File: config.mk
export PLATFORM = sky130hd
export DESIGN_NAME = debounced_updown_counter
export DESIGN_NICKNAME = d
export VERILOG_FILES = /design/src/rtl/debounced_updown_counter.sv
export SDC_FILE = /design/constraint.sdc
export NUM_CORES = 1
export LEC_CHECK = 0
export CORE_MARGIN = 3
export CORE_UTILIZATION = 57
export DETAILED_ROUTE_END_ITERATION = 16
export PLACE_DENSITY_LB_ADDON = 0.05
export SLEW_MARGIN = 20
export SYNTH_ARGS = -nofsm -noshare
export SYNTH_HDL_FRONTEND = slang
export SYNTH_SLANG_ARGS = --single-unit
File: constraint.sdc
create_clock -name CLK100MHZ -period 2.7 [get_ports CLK100MHZ]
set_input_delay 0.54 -clock CLK100MHZ [delete_from_list [all_inputs] [get_ports CLK100MHZ]]
set_output_delay 0.54 -clock CLK100MHZ [all_outputs]
set_load 0.02 [all_outputs]
File: src/rtl/debounced_updown_counter.sv
// Debounced up/down press counter.
// Two raw pushbuttons are synchronised, sampled on a slow clock-enable tick,
// debounced by requiring DB_SAMPLES consecutive differing samples, and their
// rising edges turned into one-cycle strobes. The strobes step a WIDTH-bit
// counter that either wraps or saturates at its limits.
module debounced_updown_counter #(
    parameter int CLK_HZ     = 100_000_000,
    parameter int SAMPLE_HZ  = 1000,
    parameter int DB_SAMPLES = 8,
    parameter int WIDTH      = 16,
    parameter int WRAP       = 1
) (
    input  logic             CLK100MHZ,
    input  logic             RST,
    input  logic             btn_up,
    input  logic             btn_down,
    input  logic             clear,
    output logic [WIDTH-1:0] count,
    output logic             up_pulse,
    output logic             down_pulse,
    output logic             at_max,
    output logic             at_min
);

    localparam int DIV   = CLK_HZ / SAMPLE_HZ;
    localparam int DIV_W = (DIV > 1) ? $clog2(DIV) : 1;
    localparam int SC_W  = (DB_SAMPLES > 1) ? $clog2(DB_SAMPLES) : 1;

    localparam logic [DIV_W-1:0] DIV_LAST = DIV_W'(DIV - 1);
    localparam logic [SC_W-1:0]  SC_LAST  = SC_W'(DB_SAMPLES - 1);
    localparam logic [WIDTH-1:0] CNT_MAX  = '1;

    // Channel 0 is the up button, channel 1 the down button.
    logic [1:0]            sync1_q, sync2_q;
    logic [1:0]            db_q, db_d;
    logic [1:0]            db_dly_q;
    logic [1:0][SC_W-1:0]  sc_q, sc_d;
    logic [1:0]            pulse_q, pulse_d;
    logic [DIV_W-1:0]      div_q, div_d;
    logic                  tick;
    logic [WIDTH-1:0]      count_q, count_d;

    // Sample-rate divider: tick marks the last cycle of each DIV-cycle period.
    always_comb begin
        tick  = (div_q == DIV_LAST);
        div_d = tick ? '0 : div_q + 1'b1;
    end

    // Debounce: accept a new level only after DB_SAMPLES differing ticks in a row.
    always_comb begin
        db_d = db_q;
        sc_d = sc_q;
        for (int i = 0; i < 2; i++) begin
            if (tick) begin
                if (sync2_q[i] != db_q[i]) begin
                    if (sc_q[i] == SC_LAST) begin
                        db_d[i] = sync2_q[i];
                        sc_d[i] = '0;
                    end else begin
                        sc_d[i] = sc_q[i] + 1'b1;
                    end
                end else begin
                    // An agreeing sample restarts qualification.
                    sc_d[i] = '0;
                end
            end
        end
    end

    // Press strobe: debounced level is high now but was low the cycle before.
    always_comb begin
        pulse_d = db_q & ~db_dly_q;
    end

    // Counter next state: clear wins, simultaneous presses cancel.
    always_comb begin
        count_d = count_q;
        if (clear) begin
            count_d = '0;
        end else if (pulse_q[0] && pulse_q[1]) begin
            count_d = count_q;
        end else if (pulse_q[0]) begin
            if (count_q == CNT_MAX && WRAP == 0) begin
                count_d = count_q;
            end else begin
                count_d = count_q + 1'b1;
            end
        end else if (pulse_q[1]) begin
            if (count_q == '0 && WRAP == 0) begin
                count_d = count_q;
            end else begin
                count_d = count_q - 1'b1;
            end
        end
    end

    // State registers; reset aborts any qualification in progress.
    always_ff @(posedge CLK100MHZ) begin
        if (RST) begin
            sync1_q  <= '0;
            sync2_q  <= '0;
            db_q     <= '0;
            db_dly_q <= '0;
            sc_q     <= '0;
            pulse_q  <= '0;
            div_q    <= '0;
            count_q  <= '0;
        end else begin
            sync1_q  <= {btn_down, btn_up};
            sync2_q  <= sync1_q;
            db_q     <= db_d;
            db_dly_q <= db_q;
            sc_q     <= sc_d;
            pulse_q  <= pulse_d;
            div_q    <= div_d;
            count_q  <= count_d;
        end
    end

    assign count      = count_q;
    assign up_pulse   = pulse_q[0];
    assign down_pulse = pulse_q[1];
    assign at_max     = (count_q == CNT_MAX);
    assign at_min     = (count_q == '0);

endmodule

==> out/results.env <==
RUN_STATUS='complete, no violations'
HOLD_VIOLATIONS=0
CRITICAL_PATH_CLASS='reg2reg'
R2R_SETUP_SLACK_NS=0.24
SETUP_WS_NS=0.245
YOSYS_WARNINGS=0
VIA_COUNT_NORMALIZED_BY_INSTANCE_COUNT=5.78
LEAKAGEPOWER_nW=1.22
TIMING.FINAL.SETUP_VIOLATIONS=0
NUM_ANTENNA_CELLS=0
POST-SYNTH-TOP-AREA-CELL='dfxtp_1'
FILL_CELLS=386
SYNTHTOPCELLSBYAREA='dfxtp_1 (36%), ha_1 (8.8%), nor2_1 (4.8%)'
SYNTH_CELL_TYPES=46
POWER.DENSITY_mW_PER_MM2=420
CTSHOLDBUFFERS=0
WORST-R2R-CELL-COUNT=8
HOLD_DEPTH=1
DRT_DRC_VIOLATIONS_LEFT=0
AREA_GROWTH_PCT=15.4
CLOCK.FMAX_GHz=0.407
FP-ROW-COUNT=24
GRT_ANTENNA_BEFORE_REPAIR=0
TIMING.HOLD.WORST.CLASS='reg2reg'
ASYNC_RESET_FF_FRAC=0
PRE_CTS_WS_NS=0.204
PLACEMENT.CELL_AREA_MM2=0.00298
MAXCAPVIOLATIONS=0
SYNTH_COMMONEST_CELLS='dfxtp_1 (49), nor2_1 (35), nand2_1 (29), a21oi_1 (25), ha_1 (19)'
HOLD_PATH_END='pulse_q[1]$_SDFF_PP0_'
WORST_EP_ARRIVAL_TIME_NS=2.65
DETAIL_ROUTE.WIRELENGTH_UM=5640
YOSYS_REG_BITS=49
INSTANCES_NO_FILL=402
ROUTED_WIRE_LENGTH_PER_INSTANCE_UM=14.0
INITIAL_UTILIZATION=0.606
CTS_TREE='yes'
GRT_START_MAX_NET_PINS=19
FINAL_WORST_CLOCK_SKEW_NS=0.0106
TIGHTESTPINTRANSITION_NS=0.602
EDFF_COUNT_SYNTH=0
DRTPASS1ITERATIONS=4
SYNTHESIS.NETS=346
SYNTH.MOST_COMMON_CELL='dfxtp_1'
HOLD_START='db_dly_q[1]$_SDFF_PP0_'
WORST_SETUP_PATH_END_KIND='flop'
SYNTH_SEQ_AREA_SHARE=0.362
POST_SYNTH.CELL_AREA_AVG_UM2=8.45
GLOBAL_ROUTE.USAGE.TOTAL=0.219
CLOCK_TREE.ROOT_CELL='clkbuf_8'
VIA_COUNT=2322
CRITICAL_PATH.MAX_FANOUT=7
FIRST_PASS_GRT_WIRE_LENGTH_UM=9600
FINISH.NET_COUNT=374
WORST_EP_REQUIRED_TIME_NS=2.90
SLEW_HEADROOM=0.598
DEPTH_OF_THE_CTS_H_TREE=2
CLK-INSERTION-DELAY-LATE_NS=0.31
NUMBER_OF_CLOCK_BUFFERS_INSERTED_BY_TRITONCTS=5
TOP_LEVEL_PORTS=25
VIA_COUNT_OF_THE_FIRST_GLOBAL_ROUTING_PASS=2152
FIN_SETUP_TNS_NS=0
POSTSYNTHCELLCOUNT=321
GRT_SETUP_UNREPAIRED='no'
CLK_PIN_SLEW_WORST_PATHS_NS=0.09
PLACEABLECOREAREA_MM2=0.00447
AREA.SEQUENTIAL_UM2=981
IO_BUFFERS=24
DPL.HPWL_UM=3950
POSTLAYOUTCELLAREA_MM2=0.00313
RR_STARTPOINT='pulse_q[0]$_SDFF_PP0_'
GRT-OVFL-TOTAL=0
DRT_FIRST_ITER_VIOLATIONS=117
VDD.IR_DROP.WORST_mV=0.360
FIN_CRIT_SH=0.909
POST_ROUTE_CELLS_DRIVE_ABOVE_1_SHARE=0.0629
CTS-ROOT-TO-SINK-BUFFERS=2
POST-PLACE-CELLS=391
CTS.SINKS=49
PLACE.GP.CONGESTION=0.854
DRT.ANTENNA.VIOLATING_NETS=0
REG2REG_TO='count[9]$_SDFFE_PP0P_'
SYNTH_TOP_FLOP_CELL='dfxtp_1'
AREA_OF_THE_MULTI_INPUT_GATES_MM2=0.00166
PERIOD_NEEDED_NS=2.46
SYN-CELL-AREA_MM2=0.00271
DIE-HEIGHT_UM=75.0
DIE-AREA_MM2=0.00562
NETLIST.AREA_LEADER.SHARE=0.362
FINAL_MAX_SLEW_VIOLATION_COUNT=0
CP-START-KIND='flop'
DIEWIDTH_UM=75.0
-- sequential cells by signal, summed over array words and instances, names as in the netlist --
register / cells
sync2_q: 2
sync1_q: 2
db_dly_q: 2
pulse_q: 2
count: 16
sc_q: 6
div_q: 17
db_q: 2
-- kinds of logic (layout without fill, tap and decap cells) --
logic type / after synthesis / after routing / synth area share
and+or+nand+nor: 146 / 146 / 0.280
AOI/OAI and AO/OA: 66 / 66 / 0.151
DFF: 49 / 49 / 0.362
xor gates and xnor gates: 21 / 21 / 0.0678
adders and majority gates: 20 / 20 / 0.0951
buffers and inverters: 14 / 43 / 0.0263
muxes: 5 / 5 / 0.0185
-- critical path, stage by stage, from the launching register on --
cell        delay (ns)
dfxtp_1           0.47
clkinvlp_4        0.23
ha_1              0.32
a211oi_1          0.37
o21bai_1          0.16
a221o_1           0.35
a31oi_1           0.21
xor2_1            0.16
o21ai_0           0.08
-- worst max path at each step --
stage	start	slack (ns)	cells after the start	endpoint
2_1_floorplan	pulse_q[0]$_SDFF_PP0_	0.32	8	count[9]$_SDFFE_PP0P_
3_3_place_gp	pulse_q[0]$_SDFF_PP0_	0.27	8	count[9]$_SDFFE_PP0P_
3_5_place_dp	pulse_q[0]$_SDFF_PP0_	0.20	8	count[9]$_SDFFE_PP0P_
4_1_cts	pulse_q[0]$_SDFF_PP0_	0.18	8	count[9]$_SDFFE_PP0P_
5_1_grt	pulse_q[0]$_SDFF_PP0_	0.03	8	count[9]$_SDFFE_PP0P_
6_report	pulse_q[0]$_SDFF_PP0_	0.24	8	count[9]$_SDFFE_PP0P_
-- where the power goes --
group | switching (W) | internal, W | total [W]
Sequential | 0.00000416 | 0.000729 | 0.000733
Clock | 0.000248 | 0.000301 | 0.000549
Combinational | 0.0000184 | 0.0000131 | 0.0000315
Total | 0.000270 | 0.00104 | 0.00131
-- per-stage QoR --
stage | util | total power [W] | hold WS [ns]
detailed placement | 0.667 | 0.000782 | 0.382
floorplan | - | 0.000771 | 0.367
finish | 0.699 | 0.00131 | 0.390
CTS | 0.694 | 0.00133 | 0.396
global placement | 0.667 | 0.000782 | 0.373
global route | 0.699 | 0.00136 | 0.414
-- cells in the final DEF (no fill, tap or decap), types with 2 or more instances in the layout --
master | synthesis | routed
a211oi_1 | 4 | 4
a21o_1 | 8 | 8
a21oi_1 | 25 | 25
and2_1 | 3 | 3
and3_1 | 6 | 6
buf_4 | 1 | 5
clkbuf_8 | 0 | 6
clkdlybuf4s50_1 | 0 | 24
clkinvlp_4 | 0 | 2
dfxtp_1 | 49 | 49
ha_1 | 19 | 19
inv_1 | 6 | 5
mux2i_1 | 5 | 5
nand2_1 | 29 | 29
nand2_2 | 2 | 2
nand2b_1 | 10 | 10
nand3_1 | 14 | 14
nand4_1 | 8 | 8
nand4b_1 | 2 | 2
nor2_1 | 35 | 35
nor2b_1 | 9 | 9
nor3_1 | 7 | 7
nor4_1 | 5 | 5
o211ai_1 | 3 | 3
o21a_1 | 3 | 3
o21ai_0 | 14 | 14
or2_2 | 3 | 3
or3_1 | 7 | 7
xnor2_1 | 8 | 8
xor2_1 | 13 | 13
-- area by class of cell --
class	count	area share
multi-input cells	258	0.530
flip-flops and latches	49	0.313
repair buffers	29	0.0888
clock buffers	6	0.0264
well taps	52	0.0208
clock inverters	2	0.0120
inverters	6	0.00840
-- layer usage --
metal / part of all wire / up-vias / wire length, µm / track usage
met4: 0.0097 / 0 / 55 / 0.0632
met5: 0 / - / 0 / 0
met1: 0.45 / 1071 / 2560 / 0.276
li1: - / 1198 / - / -
met3: 0.049 / 6 / 276 / 0.0441
met2: 0.49 / 47 / 2760 / 0.379
-- what timing repair did --
item / CTS / global route
setup endpoints to repair: 0 / 2
setup buffers: 0 / 3
gates resized for setup: 0 / 2
Note: power is estimated with default switching activity, not from simulation.
